===== config.mk =====
export PLATFORM = sky130hd
export DESIGN_NAME = hazard_unit
export DESIGN_NICKNAME = d
export VERILOG_FILES = /design/src/rtl/hazard_unit.sv
export SDC_FILE = /design/constraint.sdc
export NUM_CORES = 1
export LEC_CHECK = 0
export BUFFER_PORTS_ARGS = -buffer_cell sky130_fd_sc_hd__buf_2
export CAP_MARGIN = 15
export CORE_AREA = 4 4 60 62
export CTS_BUF_LIST = sky130_fd_sc_hd__clkbuf_4 sky130_fd_sc_hd__clkbuf_8 sky130_fd_sc_hd__clkbuf_16
export CTS_CLUSTER_SIZE = 30
export DETAILED_ROUTE_END_ITERATION = 12
export DIE_AREA = 0 0 64 66
export GPL_TIMING_DRIVEN = 1
export PLACE_DENSITY_LB_ADDON = 0.05
export SLEW_MARGIN = 5
export SYNTH_ARGS = -nofsm -noshare
export SYNTH_HDL_FRONTEND = slang
export SYNTH_SLANG_ARGS = --single-unit

===== constraint.sdc =====
create_clock -name clk -period 1.9 [get_ports clk]
set_clock_uncertainty 0.2 [all_clocks]
set_input_delay 0.19 -clock clk [delete_from_list [all_inputs] [get_ports clk]]
set_output_delay 0.19 -clock clk [all_outputs]
set_load 0.1 [all_outputs]

===== src/rtl/hazard_unit.sv =====
// Pipeline hazard unit: forwarding selects, load-use/branch stalls, and a data-memory wait FSM.
// Optional stall performance counters are compiled in with `define HAZARD_PERF_EN.
//
//   state  | meaning
//   S_IDLE | no outstanding data-memory access
//   S_WAIT | access outstanding, wait counter running toward MEM_TIMEOUT
module hazard_unit #(
    parameter int REG_W       = 5,
    parameter int MEM_TIMEOUT = 64
) (
    input  logic             clk,
    input  logic             reset,
    input  logic [REG_W-1:0] rsD,
    input  logic [REG_W-1:0] rtD,
    input  logic [REG_W-1:0] rsE,
    input  logic [REG_W-1:0] rtE,
    input  logic [REG_W-1:0] writeregE,
    input  logic             branchD,
    input  logic             memtoregE,
    input  logic             regwriteE,
    input  logic             memtoregM,
    input  logic             regwriteM,
    input  logic             memwriteM,
    input  logic             regwriteW,
    input  logic             dmem_ready,
    output logic             stallF,
    output logic             stallD,
    output logic             stallE,
    output logic             stallM,
    output logic             stallW,
    output logic             flushE,
    output logic             forwardAD,
    output logic             forwardBD,
    output logic [1:0]       forwardAE,
    output logic [1:0]       forwardBE,
    output logic [REG_W-1:0] writeregM,
    output logic [REG_W-1:0] writeregW,
    output logic             mem_error
`ifdef HAZARD_PERF_EN
    ,
    output logic [31:0]      lwstall_cnt,
    output logic [31:0]      brstall_cnt,
    output logic [31:0]      memstall_cnt
`endif
);

    localparam int CNT_W = $clog2(MEM_TIMEOUT) + 1;

    typedef enum logic {
        S_IDLE,
        S_WAIT
    } mem_state_e;

    mem_state_e       state_q, state_d;
    logic [CNT_W-1:0] cnt_q, cnt_d;
    logic             err_q, err_d;
    logic [REG_W-1:0] writeregM_q, writeregM_d;
    logic [REG_W-1:0] writeregW_q, writeregW_d;

    logic memreq, memstall, lwstall, brstall;

    // Register 0 is hard-wired, so it never participates in a hazard.
    function automatic logic reg_match(input logic [REG_W-1:0] a, input logic [REG_W-1:0] b);
        return (a != '0) && (a == b);
    endfunction

    function automatic logic [1:0] fwd_sel(input logic [REG_W-1:0] src);
        if (reg_match(src, writeregM_q) && regwriteM)
            return 2'b10;
        else if (reg_match(src, writeregW_q) && regwriteW)
            return 2'b01;
        else
            return 2'b00;
    endfunction

    // Stalls are forced low while reset is held so the datapath sees a clean pipeline.
    always_comb begin
        memreq   = memtoregM || memwriteM;
        memstall = !reset && memreq && !dmem_ready;
        lwstall  = !reset && memtoregE &&
                   (reg_match(rsD, writeregE) || reg_match(rtD, writeregE));
        brstall  = !reset && branchD &&
                   ((regwriteE && (reg_match(rsD, writeregE) || reg_match(rtD, writeregE))) ||
                    (memtoregM && (reg_match(rsD, writeregM_q) || reg_match(rtD, writeregM_q))));
    end

    always_comb begin
        stallE    = memstall;
        stallM    = memstall;
        stallW    = memstall;
        stallF    = memstall || lwstall || brstall;
        stallD    = memstall || lwstall || brstall;
        flushE    = (lwstall || brstall) && !memstall;
        forwardAD = reg_match(rsD, writeregM_q) && regwriteM;
        forwardBD = reg_match(rtD, writeregM_q) && regwriteM;
        forwardAE = fwd_sel(rsE);
        forwardBE = fwd_sel(rtE);
        writeregM = writeregM_q;
        writeregW = writeregW_q;
        mem_error = err_q;
    end

    always_comb begin
        writeregM_d = writeregM_q;
        writeregW_d = writeregW_q;
        if (!memstall) begin
            writeregM_d = writeregE;
            writeregW_d = writeregM_q;
        end
    end

    always_comb begin
        state_d = state_q;
        cnt_d   = cnt_q;
        err_d   = err_q;
        case (state_q)
            S_IDLE: begin
                if (memreq && !dmem_ready) begin
                    state_d = S_WAIT;
                    cnt_d   = CNT_W'(1);
                end
            end
            S_WAIT: begin
                if (dmem_ready) begin
                    state_d = S_IDLE;
                    cnt_d   = '0;
                end else if (cnt_q == CNT_W'(MEM_TIMEOUT - 1)) begin
                    err_d = 1'b1;
                end else begin
                    cnt_d = cnt_q + CNT_W'(1);
                end
            end
            default: begin
                state_d = S_IDLE;
                cnt_d   = '0;
            end
        endcase
    end

    always_ff @(posedge clk) begin
        if (reset) begin
            state_q     <= S_IDLE;
            cnt_q       <= '0;
            err_q       <= 1'b0;
            writeregM_q <= '0;
            writeregW_q <= '0;
        end else begin
            state_q     <= state_d;
            cnt_q       <= cnt_d;
            err_q       <= err_d;
            writeregM_q <= writeregM_d;
            writeregW_q <= writeregW_d;
        end
    end

`ifdef HAZARD_PERF_EN
    logic [31:0] lw_cnt_q, br_cnt_q, mem_cnt_q;

    always_ff @(posedge clk) begin
        if (reset) begin
            lw_cnt_q  <= '0;
            br_cnt_q  <= '0;
            mem_cnt_q <= '0;
        end else begin
            if (lwstall && flushE)
                lw_cnt_q <= lw_cnt_q + 32'd1;
            if (brstall && flushE)
                br_cnt_q <= br_cnt_q + 32'd1;
            if (memstall)
                mem_cnt_q <= mem_cnt_q + 32'd1;
        end
    end

    assign lwstall_cnt  = lw_cnt_q;
    assign brstall_cnt  = br_cnt_q;
    assign memstall_cnt = mem_cnt_q;
`endif

endmodule


; Yosys cells after proc, flatten, opt, wreduce, memory -nomap -nowiden
; Cells that the tools add are included.
[word_totals]
register_bits = 19
in_bits = 35
[classes]
add_sub_neg = 1
eq_ne = 11
muxes = 11
bitwise = 2
n_reduce_logical = 40
[ops]
columns = operator, n
row1 = $eq A5 B5 Y1, 8
row2 = $logic_and A1 B1 Y1, 24
row3 = $mux W7, 3
row4 = $reduce_bool A5 Y1, 4
row5 = $pmux W7 S2, 1
row6 = $add A7 B1 Y7 const B, 1
row7 = $eq A7 B6 Y1 const B, 1
row8 = $logic_or A1 B1 Y1, 7
row9 = $mux W1, 4
row10 = $mux W2, 2
row11 = $logic_not A1 Y1, 3
row12 = $ne A3 B3 Y1 const B, 1
row13 = $reduce_and A3 Y1, 1
row14 = $ne A2 B2 Y1 const B, 1
row15 = $not A1 Y1, 2
row16 = $pmux W1 S2, 1
row17 = $reduce_and A2 Y1, 1

; Longest topological paths before layout
; Gate-level depths: netlist (run 1).
[depth]
word_depth = 8
depth_mapped = 7
ltp_nobuf = 6

; Least setup slack after synthesis (run 1)
; Ideal clock, no wire load.
[synth_path]
path_type = reg2out
startpoint = register writeregM_q[4], in the netlist writeregM[4]
endpoint = output flushE
arrival_ps = 4062
path_slack_ps = -2552
path_stages_with_launch = 7
cell_sequence = dfxtp_1 > buf_2 > xnor2_1 > nand3_1 > nor4_2 > o211ai_2 > a211oi_1
[synth_between]
elab_chain_cells = 8
elab_cells_between_ends = 10
cone_classes = eq/ne (2) / reduce/logical (8)
[synth_rtl]
columns = element, line_no
row1 = from (decl), 57  ; logic [REG_W-1:0] writeregM_q, writeregM_d;
row2 = from (signal assigned), 151  ; writeregM_q <= writeregM_d;
row3 = $eq A5 B5 Y1, 64  ; return (a != '0) && (a == b);
row4 = $logic_and A1 B1 Y1, 64
row5 = $logic_or A1 B1 Y1 *, 84  ; (memtoregM && (reg_match(rsD, writeregM_q) || reg_match(rtD, writeregM_q))));
row6 = $logic_and A1 B1 Y1 *, 84
row7 = $logic_or A1 B1 Y1 *, 83  ; ((regwriteE && (reg_match(rsD, writeregE) || reg_match(rtD, writeregE))) ||
row8 = $logic_and A1 B1 Y1 *, 82  ; brstall = !reset && branchD &&
row9 = $logic_or A1 B1 Y1 *, 93  ; flushE = (lwstall || brstall) && !memstall;
row10 = $logic_and A1 B1 Y1 *, 93
row11 = to (decl), 31  ; output logic flushE,
; Every way passes the cells marked *; elsewhere a longest branch is shown, timed or not.

; Worst setup path after layout (run 1)
; Same ends and word-level chain as after synthesis.

==> results.yml, run 1 <==
placed_design:
  place_congestion: 0.818
  numPlacedInstances: 290
  port_buffers: 57
  detailed_place_hpwl_mm: 3.65
cts:
  number_of_sinks_driven_by_the_clock_tree: 19
  cts_made_buffers: 3
  clock_insertion_delay_worst_skew_ns: 0.29
  root_buffer: "clkbuf_4"
  register_clock_pin_slew_on_the_reported_worst_setup_and_hold_paths_ns: 0.10
  maximum_number_of_buffers_from_clock_root_to_sink: 2
  clock_tree_from_tritoncts: "done"
  htreeDepth: 1
synthesis:
  post_synth.cell_area_avg_sq_um: 8.28
  synth.yosys.seq_area_share: 0.264
  synth_top_area_frac: 0.264
  syn-num-nets: 210
  synth_cells: 174
  synth_area_sq_um: 1440
  netlist.top_cell.by_area: "dfxtp_1"
  yosysWarningCount: 0
  post_synth_main_area_contributors: "dfxtp_1 26%, xnor2_1 18%, xor2_1 8.5%, nand2_1 6.5%, a21oi_1 4.5%"
  yosys.cell_types.count: 36
  yosys_register_bits: 19
sta:
  worst_pin_slew_ns: 0.496
  finalHoldViolations: 0
  post-route-worst-setup-slack_ns: -0.511
  grt_setup_unrepaired: "yes"
  timing.final.crit_period_ns: 2.41
  final_max_slew_viol_count: 0
  period_share: 1.27
  setup-violations-final: 9
  hold_ws_ns: 0.0574
  setup_total_negative_slack_ns: -2.69
  timing.fmax_ghz: 0.415
  relSlewSlack: 0.671
layout:
  layout_commonest_cell: "buf_2"
  post_route_cells_drive_above_1_share: 0.547
  layout_common_cells: "45 x buf_2, 28 x buf_4, 25 x nand2_1, 19 x xnor2_1, 13 x a21oi_1"
  nFillCells: 200
  multiInputGateArea_sq_um: 1170
  final-instance-count-excl-fill: 302
  flow.area_growth_from_synthesis_pct: 69.1
  design.final.nets: 295
  inserted_diodes: 0
  final-seq-area_sq_um: 414
floorplanning:
  start_util: 0.476
  boundaryPins: 58
  fp.dieArea_sq_um: 4220
  rows: 20
  placeableCoreArea_sq_um: 3030
  die_height_microns: 66
  floorplan.die.width_microns: 64
power:
  p_total_w: 0.00117
  cellInternalPower_w: 0.000707
  power.share.switching: 0.398
  p_sw_w: 0.000467
  leakage_nw: 0.990
  power.clock.fraction: 0.163
  peak_supply_drop_uv: 427
  combinationalPowerShare: 0.466
  pwr_density_cell_nw_per_um2: 482
  sequentialPowerShare: 0.371
run_status:
  status: "finished with violations"
  violated_checks: "negative setup slack"
hold_path:
  hold_class: "in2reg"
  whs_path_depth: 4
  holdCritStartpoint: "dmem_ready"
  min_delay_worst_endpoint: "state_q"
worst_setup_path:
  crit_path_max_fanout: 3
  cp.required_ns: 1.51
  rrSetupSlack_ns: 0.18
  crit-reg2reg-capture: "cnt_q[2]"
  timing.critical_path.arrival_ns: 2.02
  r2r_cells: 6
  worstSetupEndpointType: "primary output"
  critical_path_class: "reg2out"
  worst_setup_path_start_kind: "flip-flop"
  rr_startpoint: "cnt_q[1]"
global_route:
  grt_pass1_vias: 1662
  globalRouteTotalUtil: 0.229
  global_route_wire_length_before_repair_mm: 7.73
  grt_max_degree: 17
  antenna_found_initial: 0
  globalRouteOverflowTotal: 0
routing:
  detailedRoute.firstPassIterationCount: 4
  routed_wl_mm: 4.62
  via_count: 1559
  detailedRoute.firstIterationViolations: 44
  detail_route.vias_per_cell: 5.16
  drc_viols: 0
  detail-route-antenna-nets: 0
  routedWlPerCell_microns: 15.3
job:
  timing.max_cap.violations: 0
-- metrics by stage --
step | utilization | setup WS [ns] | cell area [sq um]
after CTS | 0.789 | -0.438 | 2390
after global routing | 0.805 | -0.618 | 2440
final | 0.805 | -0.511 | 2440
after global placement | 0.727 | -0.182 | 2200
after detailed placement | 0.727 | -0.228 | 2200
after floorplan | - | -1.02 | 1630
-- kinds of logic (layout without fill, tap and decap cells) --
family          after synthesis  in the layout  share of synthesized area
compound gates               26             26                      0.115
simple gates                 69             69                      0.286
fa+ha+maj                     1              1                    0.00868
flops                        19             19                      0.264
buf+inv                      15             99                     0.0582
xor+xnor                     44             44                      0.267
-- power by group through the flow --
stage / Combinational (W) / Clock (W) / Sequential, W
after floorplan: 0.000272 / 0 / 0.000509
after global placement: 0.000476 / 0 / 0.000440
after detailed placement: 0.000490 / 0 / 0.000441
after CTS: 0.000531 / 0.000199 / 0.000433
after global routing: 0.000579 / 0.000215 / 0.000438
final: 0.000547 / 0.000192 / 0.000435
-- registers in the layout, summed over array words and instances, names as in the netlist --
| name | cells |
|---|---|
| cnt_q | 7 |
| writeregW | 5 |
| writeregM | 5 |
| state_q | 1 |
| mem_error | 1 |
-- synth_stat cells, drive strengths merged --
library cell  number
a211oi             1
a21bo              1
a21o               1
a21oi             13
a31oi              2
a41oi              1
and2               2
and3               1
buf                9
clkbuf             4
dfxtp             19
ha                 1
inv                2
nand2             25
nand3              4
nand4              8
nand4bb            1
nor2              14
nor3               1
nor3b              2
nor4               7
o211ai             1
o21ai              3
o21ba              1
o22a               1
o32ai              1
or4                4
xnor2             30
xor2              14
-- layer usage --
layer  wire [microns]  vias up  GRT usage  part of all wire
met5                0        -          0                 0
met4               74        0     0.0593             0.016
met3              239        8     0.0187             0.052
met2             2480       59      0.430              0.54
met1             1820      729      0.279              0.39
li1                 -      763          -                 -
-- worst max-delay path, stage by stage (launching register included) --
cell	delay, ns
dfxtp_4	0.38
xnor2_2	0.16
nand3_2	0.12
nor4_4	0.32
o211ai_2	0.16
buf_4	0.17
a211oi_4	0.23
buf_12	0.21
-- how the worst max path moves through the flow --
| stage | start | endpoint | slack (ns) | cells after the start |
|---|---|---|---|---|
| final | writeregM[4] | flushE | -0.51 | 7 |
| after global routing | writeregM[4] | flushE | -0.62 | 7 |
| after CTS | writeregM[3] | flushE | -0.44 | 6 |
| after detailed placement | rtD[1] | stallF | -0.23 | 7 |
| after global placement | rsD[1] | flushE | -0.18 | 9 |
| after floorplan | writeregM[1] | forwardAE[0] | -1.02 | 5 |
-- layout make-up --
| type | count | share of cell area |
|---|---|---|
| repair buffers | 93 | 0.313 |
| well taps | 44 | 0.0226 |
| clock inverters | 1 | 0.00205 |
| multi-input cells | 140 | 0.480 |
| clock buffers | 3 | 0.00924 |
| flip-flops and latches | 19 | 0.170 |
| inverters | 2 | 0.00308 |
-- timing repair --
item	4_1_cts	5_1_grt
endpoints found under the setup margin	9	13
hold buffers	2	0
gates resized for setup	22	6
pin swaps	3	11
hold endpoints to repair	2	0
buffers inserted	6	4
(Power assumes the default switching activity.)
==> inputs of run 2 (changes only) <==
- CORE_AREA: 4 4 60 62 -> 4 4 59 61
- DIE_AREA: 0 0 64 66 -> 0 0 63 65
- clock period: 1.9 -> 3.1 ns (I/O delays scaled with it)
==> run 2 against run 1 <==
  * The run now ends clean
  * Critical path depth shrank 1
  * Count of clock-buffer cells in the layout up 1
  * Combinational power fell by 55%
  * Worst setup slack better by 0.94 ns
  * Register-to-register slack better by 1.2 ns
  * Clock power shrank 34%
  * Global-route usage shrank 4.5 points
  * Routed wire length fell by 19%
  * Die area shrank 3.1%
  * Power decreased by 45%
  * Utilization decreased by 20 points
  * Sequential power shrank 37%
  * Critical endpoint unchanged
  * Highest routed layer unchanged
==> results.yml, run 2 (synthesized netlist as in run 1, its figures left out) <==
run_status:
  status: "completed"
routing:
  via_count: 1385
  routed_wl_mm: 3.73
  routedWlPerCell_microns: 14.6
  detail_route.vias_per_cell: 5.41
  drc_viols: 0
  detail-route-antenna-nets: 0
  detailedRoute.firstPassIterationCount: 4
  detailedRoute.firstIterationViolations: 40
layout:
  flow.area_growth_from_synthesis_pct: 25.1
  fin_area_sq_um: 1800
  inserted_diodes: 0
  post_route_cells_drive_above_1_share: 0.381
  regMostFlops: "cnt_q"
  largest_register_ffs: 7
  nFillCells: 290
  layout_commonest_cell: "buf_2"
  design.final.nets: 260
  layout_common_cells: "57 x buf_2, 30 x xnor2_1, 25 x nand2_1, 14 x xor2_1, 14 x dfxtp_1"
cts:
  htreeDepth: 1
  post-cts-setup-buffer-count: 0
  cts_resized: 0
  clock_insertion_delay_worst_skew_ns: 0.29
  clock_tree_from_tritoncts: "done"
  maximum_number_of_buffers_from_clock_root_to_sink: 2
  register_clock_pin_slew_on_the_reported_worst_setup_and_hold_paths_ns: 0.09
  post_cts_hold_buffer_count: 0
  cts_made_buffers: 3
  root_buffer: "clkbuf_4"
  number_of_sinks_driven_by_the_clock_tree: 19
floorplanning:
  boundaryPins: 58
  start_util: 0.484
  placeableCoreArea_sq_um: 2980
  floorplan.die.width_microns: 63
  die_height_microns: 65
  fp.dieArea_sq_um: 4100
  rows: 20
power:
  peak_supply_drop_uv: 208
  pwr_density_cell_nw_per_um2: 359
  leakage_nw: 0.710
sta:
  worst_pin_slew_ns: 0.504
  grt_setup_unrepaired: "no"
  period_share: 0.860
  finalHoldViolations: 0
  hold_ws_ns: 0.0885
  relSlewSlack: 0.662
  timing.fmax_ghz: 0.375
  final_max_slew_viol_count: 0
  timing.final.crit_period_ns: 2.67
  setup-violations-final: 0
  setup_total_negative_slack_ns: 0
worst_setup_path:
  critical_path_class: "reg2out"
  timing.critical_path.arrival_ns: 2.16
  rr_startpoint: "cnt_q[0]"
  critical_path_source: "writeregM[4]"
  crit_path_max_fanout: 7
  cp.required_ns: 2.59
  worst_setup_path_start_kind: "flip-flop"
  worstSetupEndpointType: "primary output"
global_route:
  grt_max_degree: 19
  grt_pass1_vias: 1377
  globalRouteOverflowTotal: 0
  globalRouteTotalUtil: 0.185
  global_route_wire_length_before_repair_mm: 6.15
  antenna_found_initial: 0
placed_design:
  dpl_cell_area_sq_um: 1770
  place_congestion: 0.791
  detailed_place_hpwl_mm: 3.05
  port_buffers: 57
hold_path:
  holdCritStartpoint: "writeregE[3]"
  hold_class: "in2reg"
job:
  timing.max_cap.violations: 0
-- run 2: changes by cell type in the layout (fill, tap and decap cells not counted), moves of 5 or more --
| cell | previous run | this run |
|---|---|---|
| buf_12 | 12 | 0 |
| buf_2 | 45 | 57 |
| buf_4 | 28 | 1 |
| buf_6 | 6 | 0 |
| dfxtp_1 | 8 | 14 |
| dfxtp_4 | 8 | 3 |
| xnor2_1 | 19 | 30 |
| xnor2_2 | 11 | 0 |
-- run 2: where the power goes --
part	switching [W]	internal, W	total (W)
Clock	0.0000686	0.0000588	0.000127
Sequential	0.0000201	0.000253	0.000273
Combinational	0.000171	0.0000756	0.000246
-- run 2: cell type report --
class,count,area [sq um],share of cell area
Multi-Input combinational cell,140,1040,0.575
Timing Repair Buffer,58,293,0.162
Clock buffer,4,30.0,0.0167
Inverter,2,7.51,0.00416
Tap cell,33,41.3,0.0229
Sequential cell,19,394,0.219
-- run 2: path summary, 6_finish.rpt --
path	end	slack (ns)	depth (start not counted)
worst min-delay path	writeregM[3]	0.09	3
worst min register to register	mem_error	0.29	2
worst max-delay path	flushE	0.43	6
worst max register to register	cnt_q[0]	1.41	5
-- run 2: metal layers --
layer / share of wire / global-route usage / routed length, microns
met3: 0.055 / 0.0295 / 204
met5: 0 / 0 / 0
met2: 0.50 / 0.344 / 1880
met4: 0.016 / 0.0661 / 59
met1: 0.42 / 0.211 / 1590
-- run 2: critical path, stage by stage, from the launching register on --
cell and delay, ns:
dfxtp_4 0.39, xnor2_1 0.19, nand3_1 0.11, nor4_2 0.26
o211ai_2 0.21, a211oi_4 0.25, buf_2 0.45
-- run 2: stage by stage --
stage	total power, W	worst slack, ns	utilization	instances
finish	0.000647	0.433	0.605	256
global route	0.000683	0.330	0.605	256
CTS	0.000652	0.412	0.605	256
detailed placement	0.000525	0.597	0.595	252
global placement	0.000520	0.647	0.595	252
floorplan	0.000466	-0.00135	-	174
==> inputs of run 3 (changes only) <==
- CAP_MARGIN: 15 -> default
- CELL_PAD_IN_SITES_DETAIL_PLACEMENT: default -> 0
- CELL_PAD_IN_SITES_GLOBAL_PLACEMENT: default -> 1
- CORE_AREA: 4 4 59 61 -> 4 4 68 70
- DIE_AREA: 0 0 63 65 -> 0 0 72 74
- TNS_END_PERCENT: default -> 50
==> run 3 against run 2 <==
  * Design area rose by 2.2%
  * Sequential power barely moved
  * Combinational power barely moved
  * Hold slack improved by 0.056 ns
  * Register-to-register slack barely moved
==> results.yml, run 3 (synthesized netlist as in run 1, its figures left out) <==
routing:
  routedWlPerCell_microns: 14.9
  detailedRoute.firstIterationViolations: 36
  drc_viols: 0
  detail_route.vias_per_cell: 5.09
  via_count: 1390
  detail-route-antenna-nets: 0
  routed_wl_mm: 4.07
  detailedRoute.firstPassIterationCount: 4
worst_setup_path:
  worst_setup_path_start_kind: "flip-flop"
  worstSetupEndpointType: "primary output"
  critical_path_class: "reg2out"
  crit-reg2reg-capture: "cnt_q[4]"
  r2r_cells: 6
  timing.critical_path.arrival_ns: 2.07
  cp.required_ns: 2.59
  timing.critical_path.to: "flushE"
  rrSetupSlack_ns: 1.40
  rr_startpoint: "cnt_q[0]"
  critical_path_source: "writeregM[1]"
  crit_path_max_fanout: 7
floorplanning:
  die_height_microns: 74
  boundaryPins: 58
  start_util: 0.363
  floorplan.die.width_microns: 72
  rows: 23
  placeableCoreArea_sq_um: 3970
  fp.dieArea_sq_um: 5330
job:
  timing.max_cap.violations: 0
layout:
  regMostFlops: "cnt_q"
  post_route_cells_drive_above_1_share: 0.381
  layout_common_cells: "57 x buf_2, 30 x xnor2_1, 25 x nand2_1, 14 x xor2_1, 14 x dfxtp_1"
  design.final.nets: 260
  inserted_diodes: 0
  layout_commonest_cell: "buf_2"
  final-instance-count-excl-fill: 273
  flow.area_growth_from_synthesis_pct: 27.9
  largest_register_ffs: 7
global_route:
  global_route_wire_length_before_repair_mm: 6.73
  grt_max_degree: 19
  globalRouteTotalUtil: 0.157
  globalRouteOverflowTotal: 0
  antenna_found_initial: 0
  grt_pass1_vias: 1400
power:
  peak_supply_drop_uv: 188
  leakage_nw: 0.717
  p_total_w: 0.000695
  pwr_density_cell_nw_per_um2: 377
cts:
  root_buffer: "clkbuf_8"
  maximum_number_of_buffers_from_clock_root_to_sink: 2
  post_cts_hold_buffer_count: 0
  cts_made_buffers: 3
  htreeDepth: 1
  post-cts-setup-buffer-count: 0
  clock_insertion_delay_worst_skew_ns: 0.25
  register_clock_pin_slew_on_the_reported_worst_setup_and_hold_paths_ns: 0.07
  clock_tree_from_tritoncts: "done"
  cts_resized: 0
  number_of_sinks_driven_by_the_clock_tree: 19
sta:
  hold_ws_ns: 0.144
  worst_pin_slew_ns: 0.478
  setup-violations-final: 0
  final_max_slew_viol_count: 0
  finalHoldViolations: 0
  grt_setup_unrepaired: "no"
  period_share: 0.831
  timing.fmax_ghz: 0.388
  timing.final.crit_period_ns: 2.58
  relSlewSlack: 0.679
placed_design:
  numPlacedInstances: 269
  port_buffers: 57
  detailed_place_hpwl_mm: 3.36
  place_congestion: 0.840
hold_path:
  hold_class: "in2reg"
run_status:
  status: "completed"
-- run 3: worst max-delay path: stages (launching register included) --
cell and delay [ns]:
dfxtp_4 0.39, xnor2_1 0.18, nand3_1 0.12, nor4_2 0.24
o211ai_2 0.18, a211oi_4 0.25, buf_2 0.45
-- run 3: per-layer routing --
| metal | share of wire | track usage | up-vias | wire (microns) |
|---|---|---|---|---|
| li1 | - | - | 696 | - |
| met1 | 0.44 | 0.211 | 656 | 1810 |
| met2 | 0.48 | 0.266 | 36 | 1970 |
| met3 | 0.067 | 0.0230 | 2 | 274 |
| met4 | 0.0049 | 0.0418 | 0 | 20 |
| met5 | 0 | 0 | - | 0 |
-- run 3: stage by stage --
stage | util | instance area (sq um) | setup TNS, ns | setup WS [ns]
after CTS | 0.464 | 1840 | 0 | 0.495
after detailed placement | 0.452 | 1790 | 0 | 0.646
after global placement | 0.452 | 1790 | 0 | 0.668
after global routing | 0.464 | 1840 | 0 | 0.336
after floorplan | - | 1520 | -0.00269 | -0.00135
final | 0.464 | 1840 | 0 | 0.523
-- run 3: report_power, final --
| group | total (W) | internal, W | switching [W] |
|---|---|---|---|
| combinational | 0.000247 | 0.0000756 | 0.000171 |
| clock | 0.000175 | 0.0000999 | 0.0000750 |
| sequential | 0.000274 | 0.000253 | 0.0000207 |
| total | 0.000695 | 0.000428 | 0.000267 |
-- run 3: worst min-delay path by stage --
stage,start,endpoint,slack (ns),cells after the start
3_3_place_gp,mem_error,mem_error,0.25,2
5_1_grt,writeregE[3],writeregM[3],0.14,3
4_1_cts,writeregE[3],writeregM[3],0.13,3
2_1_floorplan,writeregE[1],writeregM[1],0.24,2
6_report,writeregE[3],writeregM[3],0.14,3
3_5_place_dp,mem_error,mem_error,0.27,2
-- run 3: layout make-up --
type | instances | area [sq um]
clock buffers | 4 | 48.8
well taps | 50 | 62.6
inverters | 2 | 7.51
multi-input cells | 140 | 1040
repair buffers | 58 | 293
fillers | 407 | 2130
flip-flops and latches | 19 | 394
